[src/rtl/window_threshold_detector.sv]
// Windowed accumulator: sums WINDOW valid samples after start and compares the
// total against a threshold latched at start. Define WTD_SAT_EN to saturate the accumulator.
module window_threshold_detector #(
  parameter int WIDTH  = 12,
  parameter int WINDOW = 10,
  parameter int ACC_W  = 16
) (
  input  logic             clk,
  input  logic             rst_n,
  input  logic             start,
  input  logic [ACC_W-1:0] threshold,
  input  logic [WIDTH-1:0] user_in,
  input  logic             in_valid,
  output logic             busy,
  output logic             done,
  output logic             user_out,
  output logic [ACC_W-1:0] sum,
  output logic             state_dbg
);

  // Handshake: user_in is consumed on every rising edge where in_valid=1 and the
  // block is in ACCUM; there is no back-pressure, so the source never stalls.

  localparam int CNT_W = $clog2(WINDOW + 1);
  localparam logic [CNT_W-1:0] LAST_IDX = CNT_W'(WINDOW - 1);

  typedef enum logic {
    IDLE  = 1'b0,
    ACCUM = 1'b1
  } state_t;

  state_t           state;
  logic [ACC_W-1:0] acc;
  logic [ACC_W-1:0] acc_next;
  logic [ACC_W-1:0] thr_q;
  logic [CNT_W-1:0] cnt;
  logic             take;
  logic             last;

`ifdef WTD_SAT_EN
  logic [ACC_W:0] acc_wide;
  always_comb begin
    acc_wide = {1'b0, acc} + (ACC_W + 1)'(user_in);
    acc_next = acc_wide[ACC_W] ? {ACC_W{1'b1}} : acc_wide[ACC_W-1:0];
  end
`else
  always_comb begin
    acc_next = acc + ACC_W'(user_in);
  end
`endif

  assign take      = (state == ACCUM) && in_valid;
  assign last      = take && (cnt == LAST_IDX);
  assign state_dbg = state;

  always_ff @(posedge clk) begin
    if (!rst_n) begin
      state    <= IDLE;
      acc      <= '0;
      thr_q    <= '0;
      cnt      <= '0;
      busy     <= 1'b0;
      done     <= 1'b0;
      user_out <= 1'b0;
      sum      <= '0;
    end else begin
      done <= 1'b0;
      case (state)
        IDLE: begin
          if (start) begin
            state <= ACCUM;
            acc   <= '0;
            cnt   <= '0;
            thr_q <= threshold;
            busy  <= 1'b1;
          end
        end
        ACCUM: begin
          if (take) begin
            acc <= acc_next;
            cnt <= cnt + 1'b1;
          end
          // Final sample: publish result from the next accumulator value.
          if (last) begin
            sum      <= acc_next;
            user_out <= (acc_next >= thr_q);
            done     <= 1'b1;
            busy     <= 1'b0;
            state    <= IDLE;
          end
        end
        default: begin
          state <= IDLE;
          busy  <= 1'b0;
        end
      endcase
    end
  end

endmodule
[config.mk]
export PLATFORM = sky130hd
export DESIGN_NAME = window_threshold_detector
export DESIGN_NICKNAME = d
export VERILOG_FILES = /design/src/rtl/window_threshold_detector.sv
export SDC_FILE = /design/constraint.sdc
export NUM_CORES = 1
export LEC_CHECK = 0
export BUFFER_PORTS_ARGS = -buffer_cell sky130_fd_sc_hd__buf_2
export CAP_MARGIN = 20
export CORE_AREA = 5 5 104 106
export CTS_BUF_LIST = sky130_fd_sc_hd__clkbuf_2
export CTS_CLUSTER_SIZE = 12
export DETAILED_ROUTE_END_ITERATION = 12
export DIE_AREA = 0 0 109 111
export PLACE_DENSITY = 0.62
export REMOVE_ABC_BUFFERS = 1
export SLEW_MARGIN = 20
export SYNTH_ARGS = -nofsm -noshare
export SYNTH_HDL_FRONTEND = slang
export SYNTH_SLANG_ARGS = --single-unit
[constraint.sdc]
create_clock -name clk -period 9.6 [get_ports clk]
set_input_delay 1.44 -clock clk [delete_from_list [all_inputs] [get_ports clk]]
set_output_delay 1.44 -clock clk [all_outputs]
set_load 0.01 [all_outputs]
# After elaboration in Yosys (flattened, before gate mapping)
# Cells that the tools add are included.
[totals] wordCells=36 in_bits=32 reg_bits=56 output_inout_bits=20
[op_classes] n_reduce_logical=7 muxes=13 n_eq_ne=4 magnitude_cmp=1 addsub=2 n_bitwise=1
[op_table] op="16-bit 2-to-1 mux" n=2
[op_table] op="16-bit case mux with 2 select lines" n=1
[op_table] op="16-bit by 12-bit adder with 16-bit output" n=1
[op_table] op="16-bit >= comparator" n=1
[op_table] op="2-bit AND reduction" n=5
[op_table] op="4-bit 2-to-1 mux" n=2
[op_table] op="4-bit case mux with 2 select lines" n=1
[op_table] op="1-bit 2-to-1 mux" n=5
[op_table] op="4-bit by 1-bit adder with 4-bit output, second input constant" n=1
[op_table] op="4-bit == test, second input constant" n=1
[op_table] op="2-bit by 1-bit != test with 1-bit output, second input constant" n=2
[op_table] op="1-bit case mux with 2 select lines" n=2
[op_table] op="1-bit logical AND" n=2
[op_table] op="2-bit != test, second input constant" n=1
[op_table] op="1-bit NOT" n=1

# Logic depth before layout (Yosys ltp)
# Gate-level depths: netlist of the first run.
[logic_depth] word_depth=4 mapped_depth=14 mapped_depth_nobuf=14

# Least setup slack after synthesis of the first run
# OpenSTA, ideal clock, no wires.
[synth_path] kind="input port to flip-flop" from="input user_in[6]" to="register user_out" path_slack_ns=5.587 n_path_buf=0 setup_ns=0.118 arrival_time_ns=3.896 path_stages=11 required_ns=9.482 path_cell_list="ha_1 a2111oi_4 o21ai_2 a32oi_2 xnor2_1 ha_1 a21o_1 a21o_1 a211oi_1 o2111ai_1 o2111a_1"
[synth_via] elab_chain_cells=2
[synth_lines] item="from (decl)" line_no="12" source="input logic [WIDTH-1:0] user_in,"
[synth_lines] item="16-bit by 12-bit adder with 16-bit output" line_no="48" source="acc_next = acc + ACC_W'(user_in);"
[synth_lines] item="net acc_next[13]" line_no="34" source="logic [ACC_W-1:0] acc_next;"
[synth_lines] item="16-bit >= comparator" line_no="86" source="user_out <= (acc_next >= thr_q);"
[synth_lines] item="to (signal assigned)" line_no="86"
[synth_lines] item="to (decl)" line_no="16" source="output logic user_out,"
# The timed path passes the listed nets, and every way through them passes these cells.
# A chain may end at the register's enable or synchronous reset.

# Final worst setup path of the first run
[layout_path] from="input user_in[11]" to="register user_out"
# Same word-level chain as after synthesis.

==> results.yml, run 1 <==
outcome:
  status: "complete, no violations"
timing:
  maxSlewHeadroom_pct: 43.9
  worst_slew_pin_slew_ps: 841
  slew_viol_final: 0
  rsz0062_at_grt: "false"
  skew_ps: 34.8
  fin_crit_ps: 4000
  hold_violations: 0
  tns_ps: 0
  finalSetupViolCount: 0
  clock.fmax_ghz: 0.250
  fin_crit_sh_pct: 41.7
synthesis:
  yosys-top-cells-area: "dfxtp_1, ha_1, nand2_1"
  ys_seq_area_share_pct: 34.4
  syn_area_mm2: 0.00325
  avgSynthCellArea_um2: 8.16
  yosysUniqueCellTypes: 59
  yosysTopAreaCellShare_pct: 34.4
  synth_area_leader_cell: "dfxtp_1"
  ys.warnings.count: 0
  ys_ff_latch: 56
  synthCells: 399
  synth_edf_count: 0
  ys.flop_type: "dfxtp_1"
  synth-async-reset-ratio_pct: 0
floorplan:
  die_x_um: 109
  die_y_um: 111
  coreArea_mm2: 0.00968
  die_area_mm2: 0.0121
  initial_core_util_pct: 33.6
  ios: 52
  rows: 36
route:
  firstDrtPassIters: 4
  antenna_left: 0
  wl_um: 8060
  wl_per_cell_um: 14.0
  via_per_inst: 5.05
  via_count: 2901
  detail_route.iter0.violations: 122
  drc_errors: 0
clocking:
  cts_buffers: 5
  clk_pin_slew_ps: 250
  cts_setup_buffers: 0
  root_buffer: "clkbuf_2"
  cts_tree: "yes"
  cts_max_level: 2
  cts_resized: 0
  cts.path.max_buffers: 2
  insertion_delay_ps: 440
  hold_buffers: 0
  clock_sinks: 56
global_route:
  track_usage_pct: 13.7
  overflow: 0
  grt_pass1_wl_um: 13500
  grt_max_degree: 42
  grt_pass1_vias: 2861
  antenna_found_initial: 0
layout:
  drive_gt1_share_pct: 19.0
  final_cell_mix: "nand2_1, dfxtp_1, buf_2"
  layout_commonest_cell: "nand2_1"
  area_growth_pct: 13.9
  final_area_mm2: 0.00371
  nFillCells: 1011
  nets: 505
  diodes: 0
pwr:
  ir_worst_vdd_v: 0.0000536
  cellPowerDensity_mw_per_mm2: 130
  p_leak_nw: 1.55
critical_path:
  cpPeakStageDelay_ps: 420
  worstPathCellList: "buf_2 > ha_1 > a21oi_1 > o211ai_1 > a32oi_2 > xnor2_1 > ha_1 > a21o_1 > a21o_1 > a211oi_1 > o2111ai_1 > o2111a_1"
  cp-start-kind: "primary input"
  cp.arrival_ps: 4360
  required_ps: 9960
  critPathKind: "primary input to flip-flop"
  critPathSlowestCell: "a21oi_1"
  endpoint_kind: "flip-flop"
  critPathMaxFanout: 8
place:
  finalWeightedCongestion: 0.859
  numPortBuffers: 51
  detailed_place_hpwl_um: 6230
  place_area_mm2: 0.00362
worst_hold_path:
  hp-class: "flip-flop to flip-flop"
run:
  maxCapViolCount: 0
## report_power, final
group	internal, mW	switching [mW]	total, mW
logic	0.0389	0.0586	0.0976
registers	0.240	0.00443	0.245
clock network	0.0686	0.0700	0.139
total	0.348	0.133	0.481
## sequential cells by signal, indices dropped and copies added, names as in the netlist
name       cells
acc           16
state_dbg      1
done           1
user_out       1
busy           1
sum           16
cnt            4
thr_q         16
## cell families after synthesis
| logic type | synth area share, % |
|---|---|
| and+or+nand+nor | 20.1 |
| AOI/OAI and AO/OA | 24.7 |
| DFF | 34.4 |
| buffers and inverters | 5.61 |
| muxes | 0.308 |
| xor gates and xnor gates | 2.69 |
| adders and majority gates | 12.1 |
## Yosys cell counts (7+ instances only)
library cell and n:
a21oi_1 47, a22oi_1 7, clkbuf_1 11, dfxtp_1 56, ha_1 30, inv_1 27, nand2_1 64, nand3_1 11
nor2_1 25, nor3_1 7, o21ai_0 17, xnor2_1 9
## through the flow
step	total power, mW	util, %	hold slack, ps	cells	setup WS [ps]
2_1_floorplan	0.316	-	436	381	5590
4_1_cts	0.485	38.3	475	575	5670
6_report	0.481	38.3	468	575	5600
5_1_grt	0.506	38.3	491	575	5450
3_3_place_gp	0.344	37.4	440	568	5240
3_5_place_dp	0.346	37.4	447	568	5160
## layer usage
metal | vias up | wire [µm] | track usage [%]
li1 | 1490 | - | -
met1 | 1332 | 3880 | 18.5
met3 | 14 | 392 | 2.74
met5 | - | 0 | 0
met4 | 0 | 173 | 4.71
met2 | 65 | 3610 | 21.5
## final cells by class
type | count | area (µm²) | area share (%)
multi-input cells | 298 | 1960 | 52.8
inverters | 27 | 101 | 2.73
clock buffers | 5 | 25.0 | 0.675
repair buffers | 54 | 278 | 7.49
well taps | 133 | 166 | 4.49
clock inverters | 2 | 60.1 | 1.62
flip-flops and latches | 56 | 1120 | 30.2
## critical path: cells and delay by family
family                     cells  cell delay [ps]
adders and majority gates      2              660
buffers and inverters          1              100
xor gates and xnor gates       1              190
AOI/OAI and AO/OA              8             1960
## final timing paths
check | from | depth (start not counted) | to | slack [ps]
worst min register to register | sum[14] | 2 | sum[14] | 470
worst min-delay path | sum[14] | 2 | sum[14] | 470
worst max register to register | acc[0] | 14 | user_out | 6330
worst max-delay path | user_in[11] | 12 | user_out | 5600
Note: power is estimated with default switching activity, not from simulation.
==> run 2, diff against run 1 <==
--- a/config.mk
+++ b/config.mk
@@ -12,7 +12,7 @@
 export CTS_CLUSTER_SIZE = 12
 export DETAILED_ROUTE_END_ITERATION = 12
 export DIE_AREA = 0 0 109 111
-export PLACE_DENSITY = 0.62
+export PLACE_DENSITY = 0.64
 export REMOVE_ABC_BUFFERS = 1
 export SLEW_MARGIN = 20
 export SYNTH_ARGS = -nofsm -noshare
==> constraint.sdc (replaced) <==
create_clock -name clk -period 3.4 [get_ports clk]
set_input_delay 0.51 -clock clk [delete_from_list [all_inputs] [get_ports clk]]
set_output_delay 0.51 -clock clk [all_outputs]
set_load 0.01 [all_outputs]
==> run 2 against run 1 <==
  * Worst hold slack lost 220 ps
  * Clock skew shrank 4.9 ps
  * Sequential power grew to 2.8 times the previous value
  * Global-route usage grew 0.39 points
  * Routed wire length grew 2.6%
  * Sequential cell count is the same
  * Critical path type is now flip-flop to flip-flop
  * Critical endpoint unchanged
  * Largest cell class unchanged
==> results.yml, run 2 (synthesis gave the netlist of run 1 again) <==
floorplan:
  die_y_um: 111
  die_x_um: 109
  coreArea_mm2: 0.00968
  ios: 52
  rows: 36
  die_area_mm2: 0.0121
  initial_core_util_pct: 33.6
clocking:
  cts_resized: 0
  cts_setup_buffers: 0
  hold_buffers: 0
  cts_max_level: 2
  insertion_delay_ps: 460
  cts_tree: "yes"
  root_buffer: "clkbuf_2"
  cts_buffers: 5
  clk_pin_slew_ps: 290
  clock_sinks: 56
  cts.path.max_buffers: 2
timing:
  worst_slew_pin_slew_ps: 897
  maxSlewHeadroom_pct: 40.2
  slew_viol_final: 0
  tns_ps: 0
  fin_crit_ps: 3150
  fin_crit_sh_pct: 92.7
  clock.fmax_ghz: 0.317
  rsz0062_at_grt: "false"
  hold_violations: 0
  skew_ps: 29.9
  finalSetupViolCount: 0
  final.setup.worst_slack_ps: 249
route:
  wl_um: 8270
  drc_errors: 0
  via_per_inst: 5.03
  detail_route.iter0.violations: 153
  antenna_left: 0
  wl_per_cell_um: 14.1
  via_count: 2960
  firstDrtPassIters: 5
worst_hold_path:
  hp-class: "primary input to flip-flop"
pwr:
  power_frac_comb_pct: 23.7
  ir_worst_vdd_v: 0.000171
  power.share.switching_pct: 31.8
  seqPwrFrac_pct: 55.2
  power.internal_mw: 0.854
  pwr-share-clk_pct: 21.1
  p_sw_mw: 0.399
  p_leak_nw: 1.59
  cellPowerDensity_mw_per_mm2: 334
layout:
  largestRegisters: "acc: 16 flops, sum: 16 flops, thr_q: 16 flops"
  fin_cells: 588
  drive_gt1_share_pct: 21.3
  area_growth_pct: 15.4
  layout_commonest_cell: "nand2_1"
  nFillCells: 978
  multi_input_area_mm2: 0.00196
  nets: 517
  final_area_mm2: 0.00376
  seqCellArea_mm2: 0.00112
  diodes: 0
  final_cell_mix: "nand2_1, dfxtp_1, buf_2"
critical_path:
  critPathKind: "flip-flop to flip-flop"
  required_ps: 3770
  critPathMaxFanout: 5
  cp-start-kind: "flip-flop"
  endpoint_kind: "flip-flop"
  cp.arrival_ps: 3520
global_route:
  grt_pass1_vias: 2902
  track_usage_pct: 14.1
  antenna_found_initial: 0
  overflow: 0
  grt_pass1_wl_um: 13900
  grt_max_degree: 26
run:
  maxCapViolCount: 0
place:
  dp.cells: 580
  finalWeightedCongestion: 0.818
  place_area_mm2: 0.00371
  numPortBuffers: 51
  detailed_place_hpwl_um: 6440
  dpl_worst_slack_ps: 50.3
outcome:
  status: "complete, no violations"
run 2: cell types whose count changed in the layout (fill, tap and decap cells not counted), sizes merged:
| cell | change |
|---|---|
| buf | +12 |
| bufinv | -2 |
| clkinv | +3 |
run 2: worst max-delay path, cell delays in order, from the launching register on:
cell and delay (ps):
dfxtp_1 410, ha_1 190, inv_1 60, fa_1 400, nor2b_1 160, o31a_2 200, a41oi_2 140, a31o_2 240
xnor2_1 130, ha_1 190, a21o_1 150, a21o_1 170, a211oi_1 280, o2111ai_1 160, o2111a_1 170
run 2: through the flow:
| step | power (mW) | util (%) | hold slack (ps) |
|---|---|---|---|
| 2_1_floorplan | 0.893 | - | 436 |
| 3_3_place_gp | 0.989 | 38.3 | 441 |
| 3_5_place_dp | 0.997 | 38.3 | 448 |
| 4_1_cts | 1.27 | 38.8 | 219 |
| 5_1_grt | 1.33 | 38.8 | 201 |
| 6_report | 1.25 | 38.8 | 249 |
run 2: cell type report:
cell class              count  area share (%)
inverters                  27            2.70
clock buffers               5           0.666
repair buffers             66            9.79
flip-flops and latches     56            29.8
well taps                 133            4.43
clock inverters             3           0.500
multi-input cells         298            52.1
run 2: worst paths after layout:
kind / start / endpoint / slack (ps) / cells after the start
worst max-delay path: acc[0] / user_out / 250 / 14
worst min-delay path: threshold[0] / thr_q[0] / 250 / 3
worst max register to register: acc[0] / user_out / 250 / 14
worst min register to register: sum[8] / sum[8] / 470 / 2
run 2: power groups by stage:
stage | logic [mW] | clock network [mW] | registers, mW
final | 0.298 | 0.264 | 0.692
after global placement | 0.287 | 0 | 0.702
after CTS | 0.297 | 0.278 | 0.692
after floorplan | 0.193 | 0 | 0.700
after global routing | 0.334 | 0.301 | 0.695
after detailed placement | 0.294 | 0 | 0.703
run 2: per-layer routing:
layer / wire length [µm] / track usage [%] / vias to the layer above
li1: - / - / 1512
met3: 360 / 2.33 / 8
met1: 4030 / 19.3 / 1372
met2: 3780 / 22.5 / 68
met4: 102 / 4.12 / 0
met5: 0 / 0 / -
